## src/rtl/aes_cipher_serializer_if.sv

```systemverilog
// aes_cipher_serializer_if: valid/ready byte stream carrying ciphertext bytes with an end-of-block marker
interface aes_cipher_serializer_if;
  logic [7:0] m_data;
  logic       m_valid;
  logic       m_ready;
  logic       m_last;
  modport master (output m_data, m_valid, m_last, input m_ready);
  modport slave  (input m_data, m_valid, m_last, output m_ready);
endinterface

```

## src/rtl/aes_cipher_serializer.sv

```systemverilog
// aes_cipher_serializer: captures a 128-bit ciphertext on the rise of done and streams it out as 16 bytes
module aes_cipher_serializer #(
  parameter bit MSB_FIRST = 1'b1,
  parameter int CNT_W     = 16
) (
  input  logic                          clk,
  input  logic                          rst_n,
  input  logic [127:0]                  ciphertext,
  input  logic                          done,
  aes_cipher_serializer_if.master       m,
  output logic                          busy,
  output logic                          overrun,
  input  logic                          overrun_clr,
  output logic [CNT_W-1:0]              blocks_sent
);
  typedef enum logic {IDLE, SEND} state_t;
  state_t             state_q;
  logic               done_q;
  logic [127:0]       sh_q;
  logic [3:0]         idx_q;
  logic               overrun_q;
  logic [CNT_W-1:0]   cnt_q;
  logic               done_rise, xfer, fin;
  logic [127:0]       sh_next;
  assign done_rise = done & ~done_q;
  assign xfer      = (state_q == SEND) & m.m_ready;
  assign fin       = xfer & (idx_q == 4'd15);
  assign sh_next   = MSB_FIRST ? {sh_q[119:0], 8'h00} : {8'h00, sh_q[127:8]};
  // All outputs come straight from registers; nothing from ciphertext reaches m_data combinationally.
  assign m.m_data    = MSB_FIRST ? sh_q[127:120] : sh_q[7:0];
  assign m.m_valid   = (state_q == SEND);
  assign m.m_last    = (state_q == SEND) & (idx_q == 4'd15);
  assign busy        = (state_q == SEND);
  assign overrun     = overrun_q;
  assign blocks_sent = cnt_q;
  always_ff @(posedge clk or negedge rst_n) begin
    if (!rst_n) begin
      state_q   <= IDLE;
      done_q    <= 1'b0;
      sh_q      <= '0;
      idx_q     <= '0;
      overrun_q <= 1'b0;
      cnt_q     <= '0;
    end else begin
      done_q <= done;
      if (state_q == SEND && done_rise && !fin) overrun_q <= 1'b1;
      else if (overrun_clr) overrun_q <= 1'b0;
      if (state_q == IDLE) begin
        if (done_rise) begin
          sh_q    <= ciphertext;
          idx_q   <= '0;
          state_q <= SEND;
        end
      end else if (xfer) begin
        // A block finishing on the same edge as a new done rise chains straight into the next one.
        if (fin) begin
          cnt_q <= cnt_q + 1'b1;
          if (done_rise) begin
            sh_q  <= ciphertext;
            idx_q <= '0;
          end else begin
            sh_q    <= sh_next;
            idx_q   <= '0;
            state_q <= IDLE;
          end
        end else begin
          sh_q  <= sh_next;
          idx_q <= idx_q + 1'b1;
        end
      end
    end
  end
endmodule
```

## src/flat_wrapper.sv

```systemverilog
// flat-port wrapper written by rule: the top's interface ports become plain ports
module aes_cipher_serializer_flat 
#(
  parameter bit MSB_FIRST = 1'b1,
  parameter int CNT_W     = 16
)
  (clk, rst_n, ciphertext, done, busy, overrun, overrun_clr, blocks_sent, m_m_data, m_m_valid, m_m_last, m_m_ready);
  aes_cipher_serializer_if m_i ();
  input  logic clk;
  input  logic rst_n;
  input  logic [127:0] ciphertext;
  input  logic done;
  output logic busy;
  output logic overrun;
  input  logic overrun_clr;
  output logic [CNT_W-1:0] blocks_sent;
  output wire logic [$bits(m_i.m_data)-1:0] m_m_data;
  output wire logic [$bits(m_i.m_valid)-1:0] m_m_valid;
  output wire logic [$bits(m_i.m_last)-1:0] m_m_last;
  input wire logic [$bits(m_i.m_ready)-1:0] m_m_ready;
  assign m_m_data = m_i.m_data;
  assign m_m_valid = m_i.m_valid;
  assign m_m_last = m_i.m_last;
  assign m_i.m_ready = m_m_ready;
  aes_cipher_serializer #(.MSB_FIRST(MSB_FIRST), .CNT_W(CNT_W)) u_core (.clk(clk), .rst_n(rst_n), .ciphertext(ciphertext), .done(done), .m(m_i), .busy(busy), .overrun(overrun), .overrun_clr(overrun_clr), .blocks_sent(blocks_sent));
endmodule
```

## config.mk

```make
export PLATFORM = sky130hd
export DESIGN_NAME = aes_cipher_serializer_flat
export DESIGN_NICKNAME = d
export VERILOG_FILES = /design/src/rtl/aes_cipher_serializer_if.sv /design/src/rtl/aes_cipher_serializer.sv /design/src/flat_wrapper.sv
export SDC_FILE = /design/constraint.sdc
export NUM_CORES = 1
export LEC_CHECK = 0
export BUFFER_PORTS_ARGS = -buffer_cell sky130_fd_sc_hd__buf_4
export CAP_MARGIN = 20
export CORE_UTILIZATION = 50
export CTS_CLUSTER_DIAMETER = 30
export DETAILED_ROUTE_END_ITERATION = 16
export GPL_ROUTABILITY_DRIVEN = 1
export PLACE_DENSITY = 0.84
export SETUP_SLACK_MARGIN = 0.5
export SLEW_MARGIN = 30
export SYNTH_ARGS = -nofsm -noshare
export SYNTH_HDL_FRONTEND = slang
export SYNTH_SLANG_ARGS = --single-unit
```

## constraint.sdc

```tcl
create_clock -name clk -period 5.3 [get_ports clk]
set_input_delay 0.53 -clock clk [delete_from_list [all_inputs] [get_ports clk]]
set_output_delay 0.53 -clock clk [all_outputs]
set_load 0.03 [all_outputs]
```

==> flow_summary.rst <==
.. list-table::
   :header-rows: 1

   * - Metric
     - Value
   * - Count of final hold-check violations
     - 0
   * - Count of hold buffers inserted by post-cts repair
     - 0
   * - Pins Over Slew Limit
     - 0
   * - Synth Net Count
     - just under 700
   * - Gp weighted congestion
     - about 0.86
   * - Via count of the first global-routing pass
     - 5331
   * - Pin count of the biggest net entering global routing
     - 126
   * - R2R Setup Slk
     - between 2 and 3 ns
   * - Clock buffer count from CTS
     - 17
   * - Number of I/O pins
     - between 150 and 200
   * - Total of cells resized after clock tree synthesis
     - 0
   * - Worst-case clock skew
     - 0.00756 ns
   * - Number of nets in the layout
     - ~790
   * - Arrival time at the worst endpoint
     - 2.69 ns
   * - Endpoint required time on the critical path
     - between 5 and 6 ns
   * - Sum of negative setup slack
     - 0 ns
   * - Via count normalized by instance count
     - 6.22
   * - H-Tree Depth
     - 4
   * - Period Utilization, post-route
     - ~45%
   * - Wirelength per Cell
     - 20.1 um
   * - Later-pin clock latency in the skew report
     - roughly 0.42 ns
   * - Peak clock frequency supported by timing
     - 416 MHz
   * - Placement-stage cell area
     - roughly 7900 sq um
   * - Wire length of the first global-routing pass
     - 27400 um
   * - DIE WIDTH
     - 119 um
   * - Remaining routing DRC violations
     - 0
   * - Die ar.
     - roughly 14000 sq um
   * - Share of post-route cells with drive strength above 1
     - 44.0%
   * - Buffers inserted by post-CTS timing repair
     - 0
   * - Clock transition at path regs
     - 0.06 ns
   * - GRT Util Overall
     - 25.0%
   * - Clk sinks
     - about 150
   * - Simple-gate share of the synthesized area
     - between 10% and 20%
   * - Number of library cell types mapped by synthesis
     - 36
   * - Relative max-transition margin
     - approximately 37%
   * - Portion of netlist area occupied by mux cells
     - 0.165%
   * - Worst flop-to-flop path endpoint
     - u_core.idx_q[2]
   * - Core region area
     - roughly 13000 sq um
   * - Number of antenna violations at the first check in global routing
     - 0
   * - Share of the synthesized area in compound gates (AO/OA/AOI/OAI)
     - a little over a fifth
   * - Depth of the most critical reg-to-reg path
     - 5
   * - Synth Area in XOR/XNOR
     - 1.93%
   * - RSZ-0062 raised after global routing
     - no
   * - Detail Route Antenna Nets
     - 0
   * - Number of iterations in the first detailed-routing pass
     - 5
   * - End of the critical path
     - u_core.idx_q[2]
   * - Synth Warn #
     - 0
   * - Detailed Route WL
     - 17000 um
   * - Filler cell count in the final layout
     - 990
   * - Starting density of the core
     - 51.4%
   * - Synthesized area per cell
     - 12.7 sq um
   * - Crit path max fanout
     - 122
   * - Class of the most critical hold timing path
     - in -> async
   * - Antenna diode count
     - 0
   * - Overall overflow remaining after global route
     - 0
   * - Clock tree from TritonCTS
     - done
   * - Startpoint class of the critical path
     - flip-flop
   * - Number of max-cap violations
     - 0
   * - Count of state elements after synthesis
     - 151
   * - Overall die height
     - 119 um
   * - Final setup viols
     - 0
   * - Shortest clock period the worst path allows after layout
     - 2.40 ns
   * - Static Leakage
     - roughly 3.5 nW
   * - Slew at the pin with the worst max-slew slack
     - roughly 0.95 ns
   * - Sum of net half-perimeters after detailed placement
     - 10300 um
   * - Quantity of I/O buffers inserted on ports
     - 160
   * - Violation count after the first detailed-routing iteration
     - 574
   * - VDD IR-drop max
     - around 0.22 mV
   * - Post-Synth Adder-Cell Area
     - less than 1%
   * - Post-Syn Area
     - 6810 sq um
   * - Cell area power density
     - about 420 nW/um^2
   * - Status
     - complete, no violations
   * - Combinational family with the most area after synthesis
     - compound AO/OA/AOI/OAI gates
   * - Clock root buffer
     - sky130_fd_sc_hd__clkbuf_16
   * - Number of vias after detailed routing
     - 5269
   * - Number of buffers on the longest clock path
     - 2
   * - R2r startpoint
     - u_core.busy
   * - Register area share after synthesis
     - a little under three fifths
   * - Worst Setup Path Type
     - reg -> reg
   * - Area of all placed cells without fillers
     - 8570 sq um
   * - Number of placement rows
     - 42
   * - Gate Count Post-Synth
     - 538
   * - Launching element of the worst setup path
     - u_core.busy
   * - Layout overhead on the synthesized area
     - 25.8%
   * - CP endpoint kind
     - flip-flop
## critical path, stage by stage, from the launching register on
cell                      delay (ns)
sky130_fd_sc_hd__dfrtp_1        0.49
sky130_fd_sc_hd__nor3b_4        0.21
sky130_fd_sc_hd__buf_4          0.68
sky130_fd_sc_hd__nor2_1         0.42
sky130_fd_sc_hd__o21ai_0        0.24
sky130_fd_sc_hd__o21ai_0        0.11
## stage by stage
step	worst slack (ns)	cells	utilization, %	hold slack (ns)	power [W]
2_1_floorplan	3.56	538	-	0.234	0.00215
3_3_place_gp	2.66	814	59.9	0.463	0.00236
3_5_place_dp	2.77	814	59.9	0.483	0.00240
4_1_cts	2.81	846	64.5	0.228	0.00364
5_1_grt	2.72	847	64.7	0.222	0.00379
6_report	2.90	847	64.7	0.192	0.00362
## report_power, final
part           switching, W  leakage [nW]  internal [W]
Clock              0.000443         0.303      0.000771
Combinational      0.000311          1.58      0.000460
Sequential         0.000192          1.65       0.00144
## layout make-up
| cell class | count | area, sq um | share of cell area, % |
|---|---|---|---|
| clock inverter | 10 | 125 | 1.46 |
| sequential | 151 | 3780 | 44.1 |
| tap | 176 | 220 | 2.57 |
| multi-input combinational | 320 | 2690 | 31.3 |
| inverter | 3 | 11.3 | 0.131 |
| clock buffer | 22 | 474 | 5.54 |
| timing repair buffer | 165 | 1270 | 14.9 |
## placed cells by master (no fill, tap or decap), types with 3 or more instances in the layout
cell / synthesis / layout
sky130_fd_sc_hd__nand2_1: 13 / 13
sky130_fd_sc_hd__nor2_1: 7 / 7
sky130_fd_sc_hd__bufinv_16: 0 / 3
sky130_fd_sc_hd__o21ai_0: 3 / 3
sky130_fd_sc_hd__o221a_1: 30 / 30
sky130_fd_sc_hd__nand3_1: 4 / 4
sky130_fd_sc_hd__xnor2_1: 8 / 8
sky130_fd_sc_hd__a22o_1: 9 / 9
sky130_fd_sc_hd__and3_1: 3 / 3
sky130_fd_sc_hd__inv_1: 3 / 3
sky130_fd_sc_hd__o221a_2: 90 / 90
sky130_fd_sc_hd__nand4_1: 3 / 3
sky130_fd_sc_hd__clkbuf_16: 0 / 17
sky130_fd_sc_hd__buf_4: 16 / 161
sky130_fd_sc_hd__clkinv_2: 0 / 7
sky130_fd_sc_hd__xor2_1: 7 / 7
sky130_fd_sc_hd__clkbuf_8: 0 / 4
sky130_fd_sc_hd__or3_1: 121 / 121
sky130_fd_sc_hd__dfrtp_1: 151 / 151
## state kept, by name, summed over array words and instances (netlist names)
signal and flops:
u_core.blocks_sent 16, u_core.busy 1, u_core.done_q 1, u_core.idx_q 4
u_core.overrun 1, u_core.sh_q 128
## cells in the mapped netlist, drive strengths merged
library cell | number | area [sq um]
ha | 2 | 25.0
inv | 3 | 11.3
o22ai | 1 | 6.26
and4 | 2 | 17.5
and3 | 3 | 18.8
nor3 | 1 | 10.0
xor2 | 7 | 61.3
and2 | 3 | 18.8
nand3 | 5 | 30.0
nor2b | 1 | 6.26
or3 | 122 | 768
xnor2 | 8 | 70.1
dfrtp | 151 | 3780
nor4 | 1 | 21.3
mux2 | 1 | 11.3
o31ai | 1 | 7.51
nand2 | 14 | 55.1
a22o | 9 | 78.8
nand2b | 1 | 6.26
buf | 37 | 250
nor2 | 7 | 26.3
o221a | 120 | 1350
o21ai | 5 | 28.8
nand4 | 3 | 18.8
a21oi | 2 | 10.0
nor3b | 1 | 12.5
clkbuf | 27 | 108
## worst min-delay path by stage
stage,start,end,cells past startpoint
final,rst_n,u_core.blocks_sent[9],1
after global routing,done,u_core.done_q,1
after CTS,done,u_core.done_q,1
after detailed placement,u_core.blocks_sent[15],u_core.blocks_sent[15],1
after global placement,u_core.blocks_sent[15],u_core.blocks_sent[15],1
after floorplan,rst_n,u_core.blocks_sent[0],0
## cells by family after synthesis
kind of cell             Yosys count
AO/OA/AOI/OAI                    138
AND/OR/NAND/NOR                  164
multiplexers                       1
XOR/XNOR                          15
buffers and inverters             67
adder cells (fa/ha/maj)            2
flip-flops                       151
## routing by layer
metal	vias up	global-route usage (%)	part of all wire (%)
met3	26	6.71	6.0
met1	2675	32.2	41
met4	0	8.78	2.1
met2	218	40.6	51
met5	-	0	0
li1	2350	-	-
Note: power is estimated with default switching activity, not from simulation.
